### src/rtl/seq_divider.sv
// Sequential unsigned restoring divider, one quotient bit per clock.
// Shares the level-held start / ready handshake of the shift-add multiplier.
module seq_divider #(
  parameter int N = 8
) (
  input  logic         clock,
  input  logic         nreset,
  input  logic         start,
  input  logic [N-1:0] dividend,
  input  logic [N-1:0] divisor,
  output logic [N-1:0] quotient,
  output logic [N-1:0] remainder,
  output logic         busy,
  output logic         ready,
  output logic         div_by_zero
);

  // state    | meaning
  // S_IDLE   | waiting for start; loads operands on the first start edge
  // S_DIV    | one restoring step per edge, count runs N-1 down to 0
  // S_DONE   | result valid, held until start drops
  // 2'b11    | unused, behaves as S_IDLE
  typedef enum logic [1:0] {
    S_IDLE = 2'b00,
    S_DIV  = 2'b01,
    S_DONE = 2'b10
  } state_t;

  localparam int CW = $clog2(N);
  localparam logic [CW-1:0] CNT_LAST = CW'(N - 1);

  state_t          state;
  logic [N:0]      r;
  logic [N-1:0]    q;
  logic [N-1:0]    d;
  logic [CW-1:0]   count;

  logic [N+1:0]    t;
  logic            neg;
  logic [N:0]      r_nxt;
  logic [N-1:0]    q_nxt;

  // R < D after every step keeps the shifted partial remainder below 2^(N+1),
  // so the top bit of the widened difference is a clean sign bit.
  always_comb begin
    t     = {r, q[N-1]} - {2'b00, d};
    neg   = t[N+1];
    r_nxt = neg ? {r[N-1:0], q[N-1]} : t[N:0];
    q_nxt = {q[N-2:0], ~neg};
  end

  always_ff @(posedge clock or negedge nreset) begin
    if (!nreset) begin
      state       <= S_IDLE;
      r           <= '0;
      q           <= '0;
      d           <= '0;
      count       <= '0;
      quotient    <= '0;
      remainder   <= '0;
      div_by_zero <= 1'b0;
    end else if (!start) begin
      state <= S_IDLE;
    end else begin
      case (state)
        S_DIV: begin
          r     <= r_nxt;
          q     <= q_nxt;
          count <= count - 1'b1;
          if (count == '0) begin
            quotient  <= q_nxt;
            remainder <= r_nxt[N-1:0];
            state     <= S_DONE;
          end
        end
        S_DONE: state <= S_DONE;
        default: begin
          if (divisor == '0) begin
            quotient    <= '1;
            remainder   <= dividend;
            div_by_zero <= 1'b1;
            state       <= S_DONE;
          end else begin
            d           <= divisor;
            q           <= dividend;
            r           <= '0;
            count       <= CNT_LAST;
            div_by_zero <= 1'b0;
            state       <= S_DIV;
          end
        end
      endcase
    end
  end

  assign busy  = (state == S_DIV);
  assign ready = (state == S_DONE);

endmodule

### config.mk
export PLATFORM = sky130hd
export DESIGN_NAME = seq_divider
export DESIGN_NICKNAME = d
export VERILOG_FILES = /design/src/rtl/seq_divider.sv
export SDC_FILE = /design/constraint.sdc
export NUM_CORES = 1
export LEC_CHECK = 0
export ABC_CLOCK_PERIOD_IN_PS = 2600
export BUFFER_PORTS_ARGS = -buffer_cell sky130_fd_sc_hd__buf_2
export CORE_MARGIN = 5
export CORE_UTILIZATION = 40
export DETAILED_ROUTE_END_ITERATION = 6
export PLACE_DENSITY = 0.64
export SLEW_MARGIN = 25
export SYNTH_ARGS = -nofsm -noshare
export SYNTH_HDL_FRONTEND = slang
export SYNTH_SLANG_ARGS = --single-unit
### constraint.sdc
create_clock -name clock -period 2.6 [get_ports clock]
set_clock_uncertainty 0.15 [all_clocks]
set_input_delay 0.39 -clock clock [delete_from_list [all_inputs] [get_ports clock]]
set_output_delay 0.39 -clock clock [all_outputs]
set_load 0.03 [all_outputs]
# Word level (Yosys, flattened, before mapping)
# Cells that the tools add are included.
# word_totals
register_bits	47
memories	0
out_inout_bits	19
latchBits	0
rom_bits	0
wordCells	45
ramBits	0
in_bits	19
# op_classes
muxes	18
mul	0
eq_ne	5
bitwise_logic	4
n_reduce_logical	8
n_lt_le_gt_ge	0
add_sub_neg	2
n_div	0
shifts	0
# ops
operator	n
$pmux W8 S2	3
$mux W8	5
$mux W9	2
$pmux W9 S2	1
$sub A10 B8 Y10	1
$logic_not A8 Y1	1
$mux W2	3
$pmux W3 S2	1
$reduce_and A3 Y1	2
$not A1 Y1	4
$pmux W2 S2	1
$reduce_and A4 Y1	1
$logic_not A3 Y1	1
$mux W3	1
$ne A3 B2 Y1 const B	1
$sub A3 B1 Y3 const B	1
$eq A2 B1 Y1 const B	1
$eq A2 B2 Y1 const B	1
$ne A2 B1 Y1 const B	1
$ne A2 B2 Y1 const B	1
$reduce_and A2 Y1	1
$reduce_bool A2 Y1	1
$reduce_or A2 Y1	1
$mux W1	1

# Logic depth before layout (Yosys ltp)
# depth
word_depth	4
ltp_mapped	10
ltp_nobuf	10

# Worst setup path after synthesis
# Ideal clock, no wire load.
# synth_timing
path_kind	register -> register
startpoint	register r[3]
endpoint	register remainder[1]
setup_slack_ps	212
synth_period_minus_slack_ps	2388
path_buffers	1
t_required_ps	2309
setup_time_ps	141
path_stages_with_launch	9
t_arrival_ps	2098
cell_sequence	dfrtp_1 > ha_1 > a21o_1 > a221o_1 > a21oi_4 > buf_4 > a21oi_1 > a311oi_1 > a31oi_1
# synth_between
elab_chain_len	4
# synth_rtl
element	line	rtl
from (decl)	33	logic [N:0] r;
from (signal assigned)	67	r <= r_nxt;
$sub A10 B8 Y10	46	t = {r, q[N-1]} - {2'b00, d};
$mux W9	48	r_nxt = neg ? {r[N-1:0], q[N-1]} : t[N:0];
$mux W8	70	if (count == '0) begin
$pmux W8 S2	65	case (state)
to (signal assigned)	72	remainder <= r_nxt[N-1:0];
to (signal assigned)	80	remainder <= dividend;
to (decl)	12	output logic [N-1:0] remainder,
# Every way passes these cells. The select of a mux whose other input is x is not followed.
# A chain may end at the register's enable or synchronous reset.

# Worst setup path in the final report
# layout_timing
startpoint	register r[4]
endpoint	register r[4]
# layout_between
elab_chain_len	3
# layout_rtl
element	line
$sub A10 B8 Y10	46
$mux W9	48
$pmux W9 S2	65
# Every way passes these cells.

==> flow_metrics.env <==
export IMPL_outcome="finished clean"
export IMPL_finalInstanceArea_mm2=0.00325
export IMPL_p_sw_uw=1830
export IMPL_grt_pass1_wl_mm=10.9
export IMPL_path_buf_inv=1
export IMPL_place_congestion=0.803
export IMPL_core_area_mm2=0.00646
export IMPL_clk_latency_ps=310
export IMPL_p_sw_share_pct=45.5
export IMPL_clkPwrFrac_pct=11.8
export IMPL_vias_per_cell=5.40
export IMPL_drtAntennaViolNets=0
export IMPL_crit_family="compound AO/OA/AOI/OAI gates"
export IMPL_die_h_um=92.0
export IMPL_syn_inst=286
export IMPL_rrSetupSlack_ps=100
export IMPL_synth_avg_cell_area_um2=9.39
export IMPL_clockRootBuffer="clkbuf_8"
export IMPL_grt_busiest_layer="met2"
export IMPL_cts_tree="done"
export IMPL_crit_cells=8
export IMPL_start_util_pct=41.6
export IMPL_seq_area_frac_synth_pct=43.8
export IMPL_path_max_fanout=15
export IMPL_place_port_buffers=37
export IMPL_ff2ff_path_depth=8
export IMPL_slew_headroom_pct=35.1
export IMPL_power_density_mw_per_mm2=1240
export IMPL_setup_slack_ps=105
export IMPL_cp_end_kind="flop"
export IMPL_vias=2241
export IMPL_max_slew_worst_pin_slew_ps=973
export IMPL_overflow=0
export IMPL_crit_slowest_cell="dfrtp_1"
export IMPL_cts_buffer_depth=2
export IMPL_dp_hpwl_mm=4.99
export IMPL_die_w_um=92.0
export IMPL_holdPathStages=3
export IMPL_synth_top_area_share_pct=43.8
export IMPL_drt_initial_drc_count=85
export IMPL_min_period_ps=2500
export IMPL_pwr_share_seq_pct=28.5
export IMPL_area_growth_pct=21.0
export IMPL_period_share_pct=96.0
export IMPL_grt_max_degree=31
export IMPL_path_clk_slew_ps=100
export IMPL_rows=29
export IMPL_synth_top_cell_by_area="dfrtp_1"
export IMPL_antenna_found_initial=0
export IMPL_cts_setup_buffers=0
export IMPL_path_cells="ha_1 > and3_1 > a221o_1 > a21oi_4 > buf_12 > mux2_2 > a21oi_1 > a21o_1"
export IMPL_intPower_uw=2200
export IMPL_hold_path_class="input port to flop"
export IMPL_synth_edf_count=0
export IMPL_cts_sinks=47
export IMPL_yosys_warnings=0
export IMPL_ir_drop_v=0.000563
export IMPL_setup_tns_ps=0
export IMPL_critPathLaunchType="flop"
export IMPL_nets=369
export IMPL_drt_total_wl_mm=6.49
export IMPL_dpl_cell_area_mm2=0.00306
export IMPL_synth_seq_cells=47
export IMPL_synth_top_flop_cell="dfrtp_1"
export IMPL_use_met3_pct=2.95
export IMPL_grtUsageTotal_pct=15.8
export IMPL_hold_viol_final=0
export IMPL_diodes=0
export IMPL_grt_use_met1_pct=20.6
export IMPL_crit_required_ps=2700
export IMPL_drv_cap=0
export IMPL_cts_htree_levels=2
export IMPL_slowest_delay_ps=410
export IMPL_ys_types=58
export IMPL_p_total_uw=4030
export IMPL_power_frac_comb_pct=59.7
export IMPL_die_area_mm2=0.00845
export IMPL_synthArstFlopShare_pct=100
export IMPL_p_leak_uw=0.00151
export IMPL_firstDrtPassIters=4
export IMPL_drive_above_1_share_pct=24.9
export IMPL_io_pins=38
export IMPL_grt_met2_usage_pct=27.3
export IMPL_synth_area_leaders="dfrtp_1, ha_1, nand2_1"
export IMPL_cts_made_buffers=5
export IMPL_maxSlewViolCount=0
export IMPL_path_class="flop to flop"
export IMPL_max_clock_freq_ghz=0.401
export IMPL_place_ws_ps=29.1
export IMPL_drc=0
export IMPL_whs_ps=160
export IMPL_setup_violations=0
export IMPL_grt_pass1_vias=2250
export IMPL_wire_per_inst_um=15.6
export IMPL_arrival_ps=2600
export IMPL_syn_area_mm2=0.00269
export IMPL_syn_nets=318
## final timing paths
check                           start  endpoint
max in group asynchronous      nreset      d[6]
min                        divisor[3]      d[3]
max                              r[4]      r[4]
max reg2reg                      r[4]      r[4]
min in group asynchronous      nreset      q[4]
min reg2reg                  count[0]  count[0]
## per-layer routing
| metal | up-vias | routed length (µm) |
|---|---|---|
| met4 | 0 | 56 |
| met1 | 1082 | 2920 |
| li1 | 1124 | - |
| met2 | 30 | 3300 |
| met5 | - | 0 |
| met3 | 5 | 214 |
## Yosys cell counts (all sizes together) (2+ instances only)
library cell	instances
o21a	2
a31oi	8
xor2	3
xnor2	2
a21o	3
a21oi	17
o31ai	2
or3	3
nand3	5
nor2	21
nand2	39
clkbuf	8
dfrtp	47
buf	4
nor3b	2
nor2b	3
a211oi	3
mux2i	9
nand2b	4
mux2	2
o21ai	27
and3	5
nor4	4
inv	15
and2	4
o41ai	3
ha	12
o22a	8
nor3	4
## tightest hold or removal path, cell delays in order
cell and delay, ps:
buf_2 90, nand2_1 40, o21ai_0 60
## layout make-up
| class | count | area (µm²) |
|---|---|---|
| Sequential cell | 47 | 1180 |
| Fill cell | 622 | 3210 |
| Inverter | 15 | 56.3 |
| Tap cell | 77 | 96.3 |
| Clock inverter | 3 | 22.5 |
| Timing Repair Buffer | 56 | 343 |
| Multi-Input combinational cell | 212 | 1490 |
| Clock buffer | 5 | 68.8 |
## layout by cell type (no fill, tap or decap), types with 4 or more instances in the layout
cell type,Yosys,layout
ha_1,12,10
a31oi_1,8,8
nand2b_1,4,4
nand2_1,38,38
mux2i_1,9,9
clkbuf_8,0,5
a21oi_1,16,16
buf_2,2,37
inv_1,15,15
nand3_1,4,4
and3_1,5,5
nor2_1,21,21
o22a_1,8,8
buf_4,1,17
dfrtp_1,47,47
o21ai_0,26,26
## power groups by stage
stage / logic, µW / clock network (µW) / registers [µW]
finish: 2410 / 474 / 1150
global route: 2660 / 513 / 1190
CTS: 2230 / 485 / 1140
detailed placement: 2220 / 0 / 1150
global placement: 2190 / 0 / 1140
floorplan: 1570 / 0 / 1150
## cell families after synthesis
group                      after synthesis  share of synthesized area, %
adders and majority gates               13                          6.33
buffers and inverters                   27                          4.01
muxes                                   11                          4.19
DFF                                     47                          43.8
and+or+nand+nor                         99                          18.7
AOI/OAI and AO/OA                       84                          21.1
xor gates and xnor gates                 5                          1.91
## sequential cells by signal (all words and copies together), names as in the netlist
signal,flops
q,8
remainder,8
d,8
div_by_zero,1
r,9
count,3
quotient,8
state,2
## through the flow
stage / util, % / std cells
2_1_floorplan: - / 286
3_5_place_dp: 47.4 / 406
5_1_grt: 50.3 / 415
6_report: 50.3 / 415
4_1_cts: 49.0 / 415
3_3_place_gp: 47.4 / 406
## what timing repair did
action,CTS,global route
setup endpoints to repair,0,10
endpoints found under the hold margin,28,0
hold buffers,1,0
resized for setup,0,10
(Power assumes the default switching activity.)
